[config.mk]
export PLATFORM = sky130hd
export DESIGN_NAME = battleship_turn_ctrl
export DESIGN_NICKNAME = d
export VERILOG_FILES = /design/src/rtl/battleship_turn_ctrl.sv
export SDC_FILE = /design/constraint.sdc
export NUM_CORES = 1
export LEC_CHECK = 0
export CAP_MARGIN = 5
export CORE_AREA = 2 2 84 86
export CTS_BUF_LIST = sky130_fd_sc_hd__clkbuf_8
export CTS_CLUSTER_SIZE = 10
export DETAILED_ROUTE_END_ITERATION = 8
export DIE_AREA = 0 0 86 88
export GPL_ROUTABILITY_DRIVEN = 1
export PLACE_DENSITY = 0.78
export RECOVER_POWER = 25
export SLEW_MARGIN = 10
export SYNTH_ARGS = -nofsm -noshare
export SYNTH_HDL_FRONTEND = slang
export SYNTH_SLANG_ARGS = --single-unit
[constraint.sdc]
create_clock -name clk -period 3 [get_ports clk]
set_clock_uncertainty 0.05 [all_clocks]
set_input_delay 0.6 -clock clk [delete_from_list [all_inputs] [get_ports clk]]
set_output_delay 0.6 -clock clk [all_outputs]
set_load 0.01 [all_outputs]
[src/rtl/battleship_turn_ctrl.sv]
`default_nettype none
// ============================================================================
//  Module   : battleship_turn_ctrl
//  Purpose  : Battleship turn sequencer. Moves the player cursor, fires player
//             and PC shots through one request/acknowledge port to the shared
//             board-lookup unit, tracks boats left on each side, enforces the
//             player turn timeout and declares the winner.
//  Revision : 1.0  initial release
// ============================================================================
module battleship_turn_ctrl #(
  parameter int BOARD_N        = 5,
  parameter int BOATS          = 5,
  parameter int TIMEOUT_CYCLES = 750_000_000
) (
  input  logic       clk,
  input  logic       rstSwitch,
  input  logic       startGame,
  input  logic       rowPulse,
  input  logic       colPulse,
  input  logic       selectPulse,
  output logic [2:0] cursorRow,
  output logic [2:0] cursorCol,
  output logic       shotReq,
  output logic [2:0] shotRow,
  output logic [2:0] shotCol,
  output logic       shotTarget,
  input  logic       shotAck,
  input  logic       shotHit,
  input  logic       shotSunk,
  input  logic       shotRepeat,
  output logic       pcNext,
  input  logic       pcValid,
  input  logic [2:0] pcRow,
  input  logic [2:0] pcCol,
  output logic [2:0] pcBoatsLeft,
  output logic [2:0] playerBoatsLeft,
  output logic [2:0] gameState,
  output logic       playerWon,
  output logic       pcWon
);

  // Game phases; the encoding is visible on gameState.
  localparam logic [2:0] c_IDLE    = 3'd0;
  localparam logic [2:0] c_P_AIM   = 3'd1;
  localparam logic [2:0] c_P_FIRE  = 3'd2;
  localparam logic [2:0] c_PC_REQ  = 3'd3;
  localparam logic [2:0] c_PC_FIRE = 3'd4;
  localparam logic [2:0] c_P_WIN   = 3'd5;
  localparam logic [2:0] c_PC_WIN  = 3'd6;

  localparam int         TW          = $clog2(TIMEOUT_CYCLES + 1);
  localparam logic [TW-1:0] c_TO_LAST = TW'(TIMEOUT_CYCLES - 1);
  localparam logic [2:0] c_LAST_CELL = 3'(BOARD_N - 1);
  localparam logic [2:0] c_BOATS     = 3'(BOATS);

  logic [2:0]    r_state;
  logic [2:0]    r_curRow;
  logic [2:0]    r_curCol;
  logic          r_shotReq;
  logic [2:0]    r_shotRow;
  logic [2:0]    r_shotCol;
  logic          r_shotTarget;
  logic          r_fromTimeout;
  logic          r_pcNext;
  logic [2:0]    r_pcBoats;
  logic [2:0]    r_plBoats;
  logic          r_playerWon;
  logic          r_pcWon;
  logic [TW-1:0] r_timer;

  logic [2:0]    w_rowNext;
  logic [2:0]    w_colNext;
  logic          w_timeout;
  logic          w_ackSeen;
  logic          w_unused;

  // Cursor wrap, timer expiry and qualified acknowledge.
  assign w_rowNext = (r_curRow == c_LAST_CELL) ? 3'd0 : r_curRow + 3'd1;
  assign w_colNext = (r_curCol == c_LAST_CELL) ? 3'd0 : r_curCol + 3'd1;
  assign w_timeout = (r_timer >= c_TO_LAST);
  assign w_ackSeen = r_shotReq & shotAck;

  // Hit versus miss does not change the turn sequence; only sunk/repeat do.
  assign w_unused  = shotHit;

  // Turn sequencer: state, cursor, shot latch, handshake, boat counts, timer.
  always_ff @(posedge clk or negedge rstSwitch) begin
    if (!rstSwitch) begin
      r_state       <= c_IDLE;
      r_curRow      <= 3'd0;
      r_curCol      <= 3'd0;
      r_shotReq     <= 1'b0;
      r_shotRow     <= 3'd0;
      r_shotCol     <= 3'd0;
      r_shotTarget  <= 1'b0;
      r_fromTimeout <= 1'b0;
      r_pcNext      <= 1'b0;
      r_pcBoats     <= c_BOATS;
      r_plBoats     <= c_BOATS;
      r_playerWon   <= 1'b0;
      r_pcWon       <= 1'b0;
      r_timer       <= '0;
    end else begin
      r_pcNext <= 1'b0;
      case (r_state)
        c_IDLE, c_P_WIN, c_PC_WIN: begin
          if (startGame) begin
            r_pcBoats   <= c_BOATS;
            r_plBoats   <= c_BOATS;
            r_curRow    <= 3'd0;
            r_curCol    <= 3'd0;
            r_timer     <= '0;
            r_playerWon <= 1'b0;
            r_pcWon     <= 1'b0;
            r_state     <= c_P_AIM;
          end
        end
        c_P_AIM: begin
          // Saturate at the expiry value so a resumed turn fires at once.
          if (!w_timeout) begin
            r_timer <= r_timer + TW'(1);
          end
          if (selectPulse || w_timeout) begin
            // Firing freezes the cursor; the shot uses the pre-pulse position.
            r_shotRow     <= r_curRow;
            r_shotCol     <= r_curCol;
            r_shotTarget  <= 1'b0;
            r_fromTimeout <= ~selectPulse;
            r_shotReq     <= 1'b1;
            r_state       <= c_P_FIRE;
          end else begin
            if (rowPulse) r_curRow <= w_rowNext;
            if (colPulse) r_curCol <= w_colNext;
          end
        end
        c_P_FIRE: begin
          if (w_ackSeen) begin
            r_shotReq <= 1'b0;
            if (shotRepeat) begin
              // A repeated player choice is retried; a repeated timeout
              // shot forfeits the turn.
              if (r_fromTimeout) begin
                r_pcNext <= 1'b1;
                r_state  <= c_PC_REQ;
              end else begin
                r_state  <= c_P_AIM;
              end
            end else if (shotSunk && (r_pcBoats == 3'd1)) begin
              r_pcBoats   <= 3'd0;
              r_playerWon <= 1'b1;
              r_state     <= c_P_WIN;
            end else begin
              if (shotSunk && (r_pcBoats != 3'd0)) begin
                r_pcBoats <= r_pcBoats - 3'd1;
              end
              r_pcNext <= 1'b1;
              r_state  <= c_PC_REQ;
            end
          end
        end
        c_PC_REQ: begin
          if (pcValid) begin
            r_shotRow    <= pcRow;
            r_shotCol    <= pcCol;
            r_shotTarget <= 1'b1;
            r_shotReq    <= 1'b1;
            r_state      <= c_PC_FIRE;
          end
        end
        c_PC_FIRE: begin
          if (w_ackSeen) begin
            r_shotReq <= 1'b0;
            if (shotRepeat) begin
              r_pcNext <= 1'b1;
              r_state  <= c_PC_REQ;
            end else if (shotSunk && (r_plBoats == 3'd1)) begin
              r_plBoats <= 3'd0;
              r_pcWon   <= 1'b1;
              r_state   <= c_PC_WIN;
            end else begin
              if (shotSunk && (r_plBoats != 3'd0)) begin
                r_plBoats <= r_plBoats - 3'd1;
              end
              r_timer <= '0;
              r_state <= c_P_AIM;
            end
          end
        end
        default: begin
          r_shotReq <= 1'b0;
          r_state   <= c_IDLE;
        end
      endcase
    end
  end

  assign cursorRow       = r_curRow;
  assign cursorCol       = r_curCol;
  assign shotReq         = r_shotReq;
  assign shotRow         = r_shotRow;
  assign shotCol         = r_shotCol;
  assign shotTarget      = r_shotTarget;
  assign pcNext          = r_pcNext;
  assign pcBoatsLeft     = r_pcBoats;
  assign playerBoatsLeft = r_plBoats;
  assign gameState       = r_state;
  assign playerWon       = r_playerWon;
  assign pcWon           = r_pcWon;

endmodule
`default_nettype wire
==> load_flow_metrics.sql, run 1 <==
INSERT INTO impl_metrics (metric_group, metric, value, unit) VALUES
('floorplan', 'initial_core_util', '0.5416', ''),
('final_layout', 'final_layout_size_suffix_gt1_frac', '0.1283', ''),
('yosys', 'synth_cells', '401', ''),
('routing', 'first_iter_violations', '277', ''),
('setup_path', 'worst-path-stages', '7', ''),
('routing', 'detail_route.wl_per_cell', '16.27', 'um'),
('cts', 'cts_hold_buffers', '0', ''),
('timing', 'slew-limit-headroom', '-0.3406', ''),
('cts', 'cts-buffers-inserted', '9', ''),
('timing', 'setup_viol', '0', ''),
('yosys', 'synth-seq-area-share', '0.3978', ''),
('setup_path', 'worst-path-buf-inv', '1', ''),
('routing', 'finalWirelength', '8.656', 'mm'),
('hold_path', 'hold-path-cell-count', '1', ''),
('final_layout', 'antenna_cells', '0', ''),
('placed_design', 'port_buffers', '41', ''),
('setup_path', 'ff2ff_setup_slack', '0.38', 'ns'),
('timing', 'hold_viol', '0', ''),
('timing', 'finalSetupTns', '0', 'ns'),
('routing', 'drt_first_pass_iters', '6', ''),
('floorplan', 'fp.dieW', '86', 'um'),
('routing', 'drt.antenna.violating_nets', '0', ''),
('setup_path', 'critPathMaxFanout', '27', ''),
('timing', 'slew_viol_final', '39', ''),
('yosys', 'synth_enable_flop_cells', '0', ''),
('power', 'vdd_ir_drop_max', '0.0005594', 'V'),
('global_routing', 'globalRoute.totalOverflow', '0', ''),
('outcome', 'failing_checks', 'capacitance limit, slew limit', ''),
('setup_path', 'critical-path-max-stage-delay', '0.56', 'ns'),
('setup_path', 'worst-endpoint-arrival', '2.83', 'ns'),
('cts', 'clock_tree.root_cell', 'clkbuf_8', ''),
('power', 'static-leakage-power', '1.764', 'nW'),
('yosys', 'yosys_reg_bits', '57', ''),
('global_routing', 'grt_antenna_before_repair', '0', ''),
('yosys', 'mappedNetlistNets', '429', ''),
('routing', 'num_vias', '3325', ''),
('outcome', 'status', 'complete, but fails checks', ''),
('timing', 'rsz0062_at_grt', 'false', ''),
('timing', 'period_needed', '2.619', 'ns'),
('final_layout', 'final_net_count', '475', ''),
('yosys', 'synth.lib_cells_used.distinct', '60', ''),
('floorplan', 'ios', '43', ''),
('global_routing', 'globalRouteTotalUtil', '0.2441', ''),
('global_routing', 'number_of_global_route_vias_before_repair', '3070', ''),
('cts', 'post-cts-setup-buffer-count', '0', ''),
('hold_path', 'hold_path_end', 'playerWon', ''),
('routing', 'route.detailed.drc', '0', ''),
('setup_path', 'end_kind', 'register', ''),
('final_layout', 'stdcell_count', '532', ''),
('global_routing', 'grt_pass1_wl', '14.63', 'mm'),
('placed_design', 'gp_congestion', '0.8468', ''),
('setup_path', 'crit_path_start_kind', 'register', ''),
('floorplan', 'die_outline_area', '0.007568', 'mm2'),
('cts', 'postCtsResizedCells', '0', ''),
('setup_path', 'critical_path.top_delay_family', 'compound AO/OA/AOI/OAI gates', ''),
('routing', 'post_drt_via_cell_ratio', '6.250', ''),
('timing', 'timing.final.crit_share', '0.8729', ''),
('cts', 'cts_tree', 'yes', ''),
('yosys', 'ys.flop_type', 'dfrtp_1', ''),
('floorplan', 'die_height', '88', 'um'),
('hold_path', 'min-delay-start', 'playerWon', ''),
('setup_path', 'worst-setup-path-type', 'register to register', ''),
('job', 'cap_violations', '1', ''),
('floorplan', 'core_region_area', '0.006644', 'mm2'),
('cts', 'clock_slew_at_the_register_clock_pins_of_the_worst_setup_and_hold_paths', '0.07', 'ns'),
('final_layout', 'layout_commonest_cell', 'dfrtp_1', ''),
('yosys', 'synth.cell_area', '0.003598', 'mm2'),
('yosys', 'synth-warning-count', '0', ''),
('global_routing', 'maximum_number_of_pins_on_one_net_before_global_route_repair', '39', ''),
('setup_path', 'worstPathRequired', '3.21', 'ns'),
('setup_path', 'critical_path.slowest_cell', 'or4_4', '');
worst max path at each step:
| stage | startpoint | to | slack [ns] |
|---|---|---|---|
| finish | r_timer[16] | r_timer[6] | 0.38 |
| global route | r_timer[16] | r_timer[15] | 0.22 |
| CTS | r_timer[17] | r_timer[6] | 0.39 |
| detailed placement | startGame | r_timer[6] | 0.14 |
| global placement | startGame | r_timer[7] | 0.19 |
| floorplan | startGame | r_timer[29] | 0.63 |
cell type report:
| class | count | area (um2) | share of cell area |
|---|---|---|---|
| clock buffers | 10 | 137.6 | 0.03194 |
| repair buffers | 55 | 501.7 | 0.1164 |
| flip-flops and latches | 57 | 1431 | 0.3322 |
| well taps | 80 | 100.1 | 0.02323 |
| multi-input cells | 309 | 2023 | 0.4695 |
| clock inverters | 6 | 58.81 | 0.01365 |
| inverters | 15 | 56.30 | 0.01307 |
synthesized netlist by cell type, drive strengths merged, types with 2 or more instances:
master	number	share of area
a211o	2	0.0049
a211oi	3	0.0063
a21oi	45	0.064
and2	5	0.0087
and3	14	0.026
buf	8	0.013
clkbuf	12	0.013
dfrtp	53	0.37
dfstp	4	0.029
ha	11	0.038
inv	15	0.016
mux2	16	0.056
mux2i	2	0.0056
nand2	19	0.020
nand2b	6	0.010
nand3	22	0.031
nand3b	2	0.0042
nand4	13	0.023
nand4b	2	0.0049
nor2	23	0.024
nor2b	3	0.0052
nor3	5	0.0070
nor3b	2	0.0042
nor4	4	0.013
o211ai	2	0.0042
o21ai	47	0.065
o221ai	2	0.0066
o31a	2	0.0049
o31ai	4	0.0083
o41ai	2	0.0049
or3	27	0.048
or4	5	0.011
sequential cells by signal, indices dropped and copies added (netlist names):
signal,flops
shotCol,3
r_timer,30
cursorCol,3
playerBoatsLeft,3
playerWon,1
pcNext,1
shotRow,3
cursorRow,3
pcBoatsLeft,3
shotReq,1
pcWon,1
gameState,3
shotTarget,1
r_fromTimeout,1
worst reg2reg max path, stage by stage (launching register included):
cell	delay (ns)
dfrtp_1	0.43
or4_4	0.56
a2111oi_4	0.35
nand3_1	0.18
a21oi_2	0.36
buf_4	0.31
o21ai_0	0.13
a21oi_1	0.16
report_power, final:
part / leakage, nW / total, mW / switching (mW) / internal (mW)
registers: 0.767 / 1.08 / 0.159 / 0.917
logic: 0.897 / 1.54 / 0.823 / 0.715
clock network: 0.0995 / 0.726 / 0.327 / 0.400
routing by layer:
metal,wire length [um],global-route usage,part of all wire,vias to the layer above
met4,133,0.1039,0.015,0
met3,386,0.05561,0.045,11
met1,3964,0.3131,0.46,1631
li1,-,-,-,1600
met2,4171,0.3982,0.48,83
met5,0,0,0,-
logic make-up after synthesis:
family,Yosys count,synth area share
AO/OA/AOI/OAI,123,0.2086
buffers and inverters,35,0.04103
adder cells (fa/ha/maj),11,0.03825
multiplexers,18,0.06189
flip-flops,57,0.3978
AND/OR/NAND/NOR,157,0.2524
stage by stage:
stage | area (um2) | hold slack [ns] | util | total power [mW] | worst slack (ns)
2_1_floorplan | 3598 | 0.2544 | - | 2.020 | 0.6265
3_3_place_gp | 4121 | 0.4333 | 0.6203 | 2.575 | 0.1916
3_5_place_dp | 4121 | 0.4421 | 0.6203 | 2.614 | 0.1377
4_1_cts | 4318 | 0.1796 | 0.6499 | 3.347 | 0.3903
5_1_grt | 4309 | 0.4746 | 0.6486 | 3.560 | 0.2157
6_report | 4309 | 0.4539 | 0.6486 | 3.339 | 0.3813
Power figures use the tool's default switching activity.
==> run 2, diff against run 1 <==
SLEW_MARGIN = default   (was 10)
==> results of run 2 <==
Same layout as run 1: the final DEF is identical, and so are final timing and power.
==> run 3, diff against run 2 <==
CORE_AREA = 3 3 85 87   (was 2 2 84 86)
DIE_AREA = 0 0 88 90   (was 0 0 86 88)
==> load_flow_metrics.sql, run 3 (synthesis results as in run 1) <==
INSERT INTO impl_metrics (metric_group, metric, value, unit) VALUES
('outcome', 'status', 'complete, but fails checks', ''),
('outcome', 'failing_checks', 'capacitance limit, slew limit', ''),
('placed_design', 'detailed_place_hpwl', '6.129', 'mm'),
('setup_path', 'end_kind', 'register', ''),
('setup_path', 'regToRegStartpoint', 'r_timer[17]', ''),
('timing', 'worst_pin_slew', '1.612', 'ns'),
('routing', 'route.detailed.drc', '0', ''),
('final_layout', 'antenna_cells', '0', ''),
('floorplan', 'core_region_area', '0.006422', 'mm2'),
('routing', 'drt_first_pass_iters', '4', ''),
('floorplan', 'die_outline_area', '0.007920', 'mm2'),
('global_routing', 'maximum_number_of_pins_on_one_net_before_global_route_repair', '40', ''),
('setup_path', 'critPathMaxFanout', '5', ''),
('job', 'cap_violations', '1', ''),
('cts', 'cts_tree', 'yes', ''),
('final_layout', 'final_net_count', '476', ''),
('setup_path', 'worstPathRequired', '3.18', 'ns'),
('floorplan', 'ios', '43', ''),
('placed_design', 'dpl.cell_count', '514', ''),
('floorplan', 'rows', '29', ''),
('global_routing', 'number_of_global_route_vias_before_repair', '3179', ''),
('routing', 'drt.antenna.violating_nets', '0', ''),
('final_layout', 'synthToLayoutAreaGrowth', '19.75', '%'),
('routing', 'post_drt_via_cell_ratio', '6.215', ''),
('global_routing', 'grt_pass1_wl', '15.05', 'mm'),
('cts', 'clk_path_buf_depth', '2', ''),
('placed_design', 'gp_congestion', '0.8541', ''),
('cts', 'clock_slew_at_the_register_clock_pins_of_the_worst_setup_and_hold_paths', '0.07', 'ns'),
('setup_path', 'worst-endpoint-arrival', '2.81', 'ns'),
('final_layout', 'largest-register', 'r_timer', ''),
('power', 'p_per_area', '763.2', 'mW/mm2'),
('cts', 'htree_levels', '3', ''),
('timing', 'setup_viol', '0', ''),
('routing', 'first_iter_violations', '277', ''),
('global_routing', 'globalRoute.totalOverflow', '0', ''),
('floorplan', 'initial_core_util', '0.5603', ''),
('timing', 'timing.final.crit_share', '0.8773', ''),
('final_layout', 'layout_common_cells', 'dfrtp_1 (53), o21ai_0 (47), a21oi_1 (43)', ''),
('timing', 'slew-limit-headroom', '-0.07494', ''),
('setup_path', 'cp-startpoint', 'r_timer[17]', ''),
('cts', 'clkSinkCount', '57', ''),
('timing', 'finalSetupTns', '0', 'ns'),
('routing', 'num_vias', '3294', ''),
('timing', 'period_needed', '2.632', 'ns'),
('timing', 'fmaxAchievable', '0.3799', 'GHz'),
('timing', 'hold_viol', '0', ''),
('floorplan', 'die_height', '90', 'um'),
('timing', 'slew_viol_final', '31', ''),
('cts', 'worstSkewPairLatency', '0.34', 'ns'),
('final_layout', 'layout_commonest_cell', 'dfrtp_1', ''),
('global_routing', 'globalRouteTotalUtil', '0.2349', ''),
('power', 'vdd_ir_drop_max', '0.0005216', 'V'),
('routing', 'detail_route.wl_per_cell', '16.38', 'um'),
('cts', 'cts-buffers-inserted', '9', ''),
('final_layout', 'final_layout_size_suffix_gt1_frac', '0.1280', ''),
('routing', 'finalWirelength', '8.683', 'mm'),
('final_layout', 'stdcell_count', '530', ''),
('hold_path', 'worst_hold_path_type', 'register to register', ''),
('power', 'static-leakage-power', '1.782', 'nW'),
('cts', 'postCtsResizedCells', '0', ''),
('cts', 'cts_hold_buffers', '0', ''),
('cts', 'post-cts-setup-buffer-count', '0', ''),
('setup_path', 'worst-setup-path-type', 'register to register', ''),
('timing', 'rsz0062_at_grt', 'false', ''),
('hold_path', 'min-delay-start', 'pcWon', ''),
('final_layout', 'largest_register_ffs', '30', ''),
('placed_design', 'port_buffers', '41', ''),
('setup_path', 'crit_path_start_kind', 'register', ''),
('cts', 'clock_tree.root_cell', 'clkbuf_8', ''),
('global_routing', 'grt_antenna_before_repair', '0', ''),
('floorplan', 'fp.dieW', '88', 'um');
[run 3: final cells by class]
class / count / area (um2)
clock buffers: 10 / 137.6
clock inverters: 6 / 51.30
fillers: 529 / 2113
inverters: 15 / 56.30
multi-input cells: 309 / 2023
flip-flops and latches: 57 / 1431
well taps: 77 / 96.34
repair buffers: 56 / 513.0
[run 3: through the flow]
step | power [mW] | setup slack (ns) | hold slack [ns] | area (um2) | utilization
5_1_grt | 3.513 | 0.2079 | 0.4532 | 4309 | 0.6710
2_1_floorplan | 2.020 | 0.6265 | 0.2544 | 3598 | -
3_5_place_dp | 2.585 | 0.1397 | 0.4291 | 4125 | 0.6423
6_report | 3.289 | 0.3680 | 0.4374 | 4309 | 0.6710
4_1_cts | 3.309 | 0.4136 | 0.2491 | 4314 | 0.6717
3_3_place_gp | 2.539 | 0.1769 | 0.4256 | 4125 | 0.6423
[run 3: worst max-delay path: stages (launching register included)]
cell	delay [ns]
dfrtp_1	0.42
or4_4	0.59
a21oi_2	0.22
o2bb2ai_1	0.14
nor3_1	0.47
and3_1	0.29
mux2_2	0.35
[run 3: path summary, 6_finish.rpt]
kind	end	slack, ns	cells past startpoint
worst min register to register	pcWon	0.44	1
worst max register to register	cursorCol[1]	0.37	6
min in group asynchronous	shotCol[0]	0.60	1
worst min-delay path	pcWon	0.44	1
max in group asynchronous	pcNext	0.78	2
worst max-delay path	cursorCol[1]	0.37	6
[run 3: report_power, final]
group          switching [mW]  internal [mW]  total [mW]
Combinational           0.834          0.698        1.53
Clock                   0.309          0.394       0.703
Sequential              0.135          0.917        1.05
Total                    1.28           2.01        3.29
[run 3: metal layers]
layer | vias to the layer above | part of all wire | GRT usage
met5 | - | 0 | 0
met4 | 0 | 0.018 | 0.08312
met3 | 14 | 0.058 | 0.04113
met2 | 94 | 0.48 | 0.3574
met1 | 1585 | 0.45 | 0.3337
li1 | 1601 | - | -
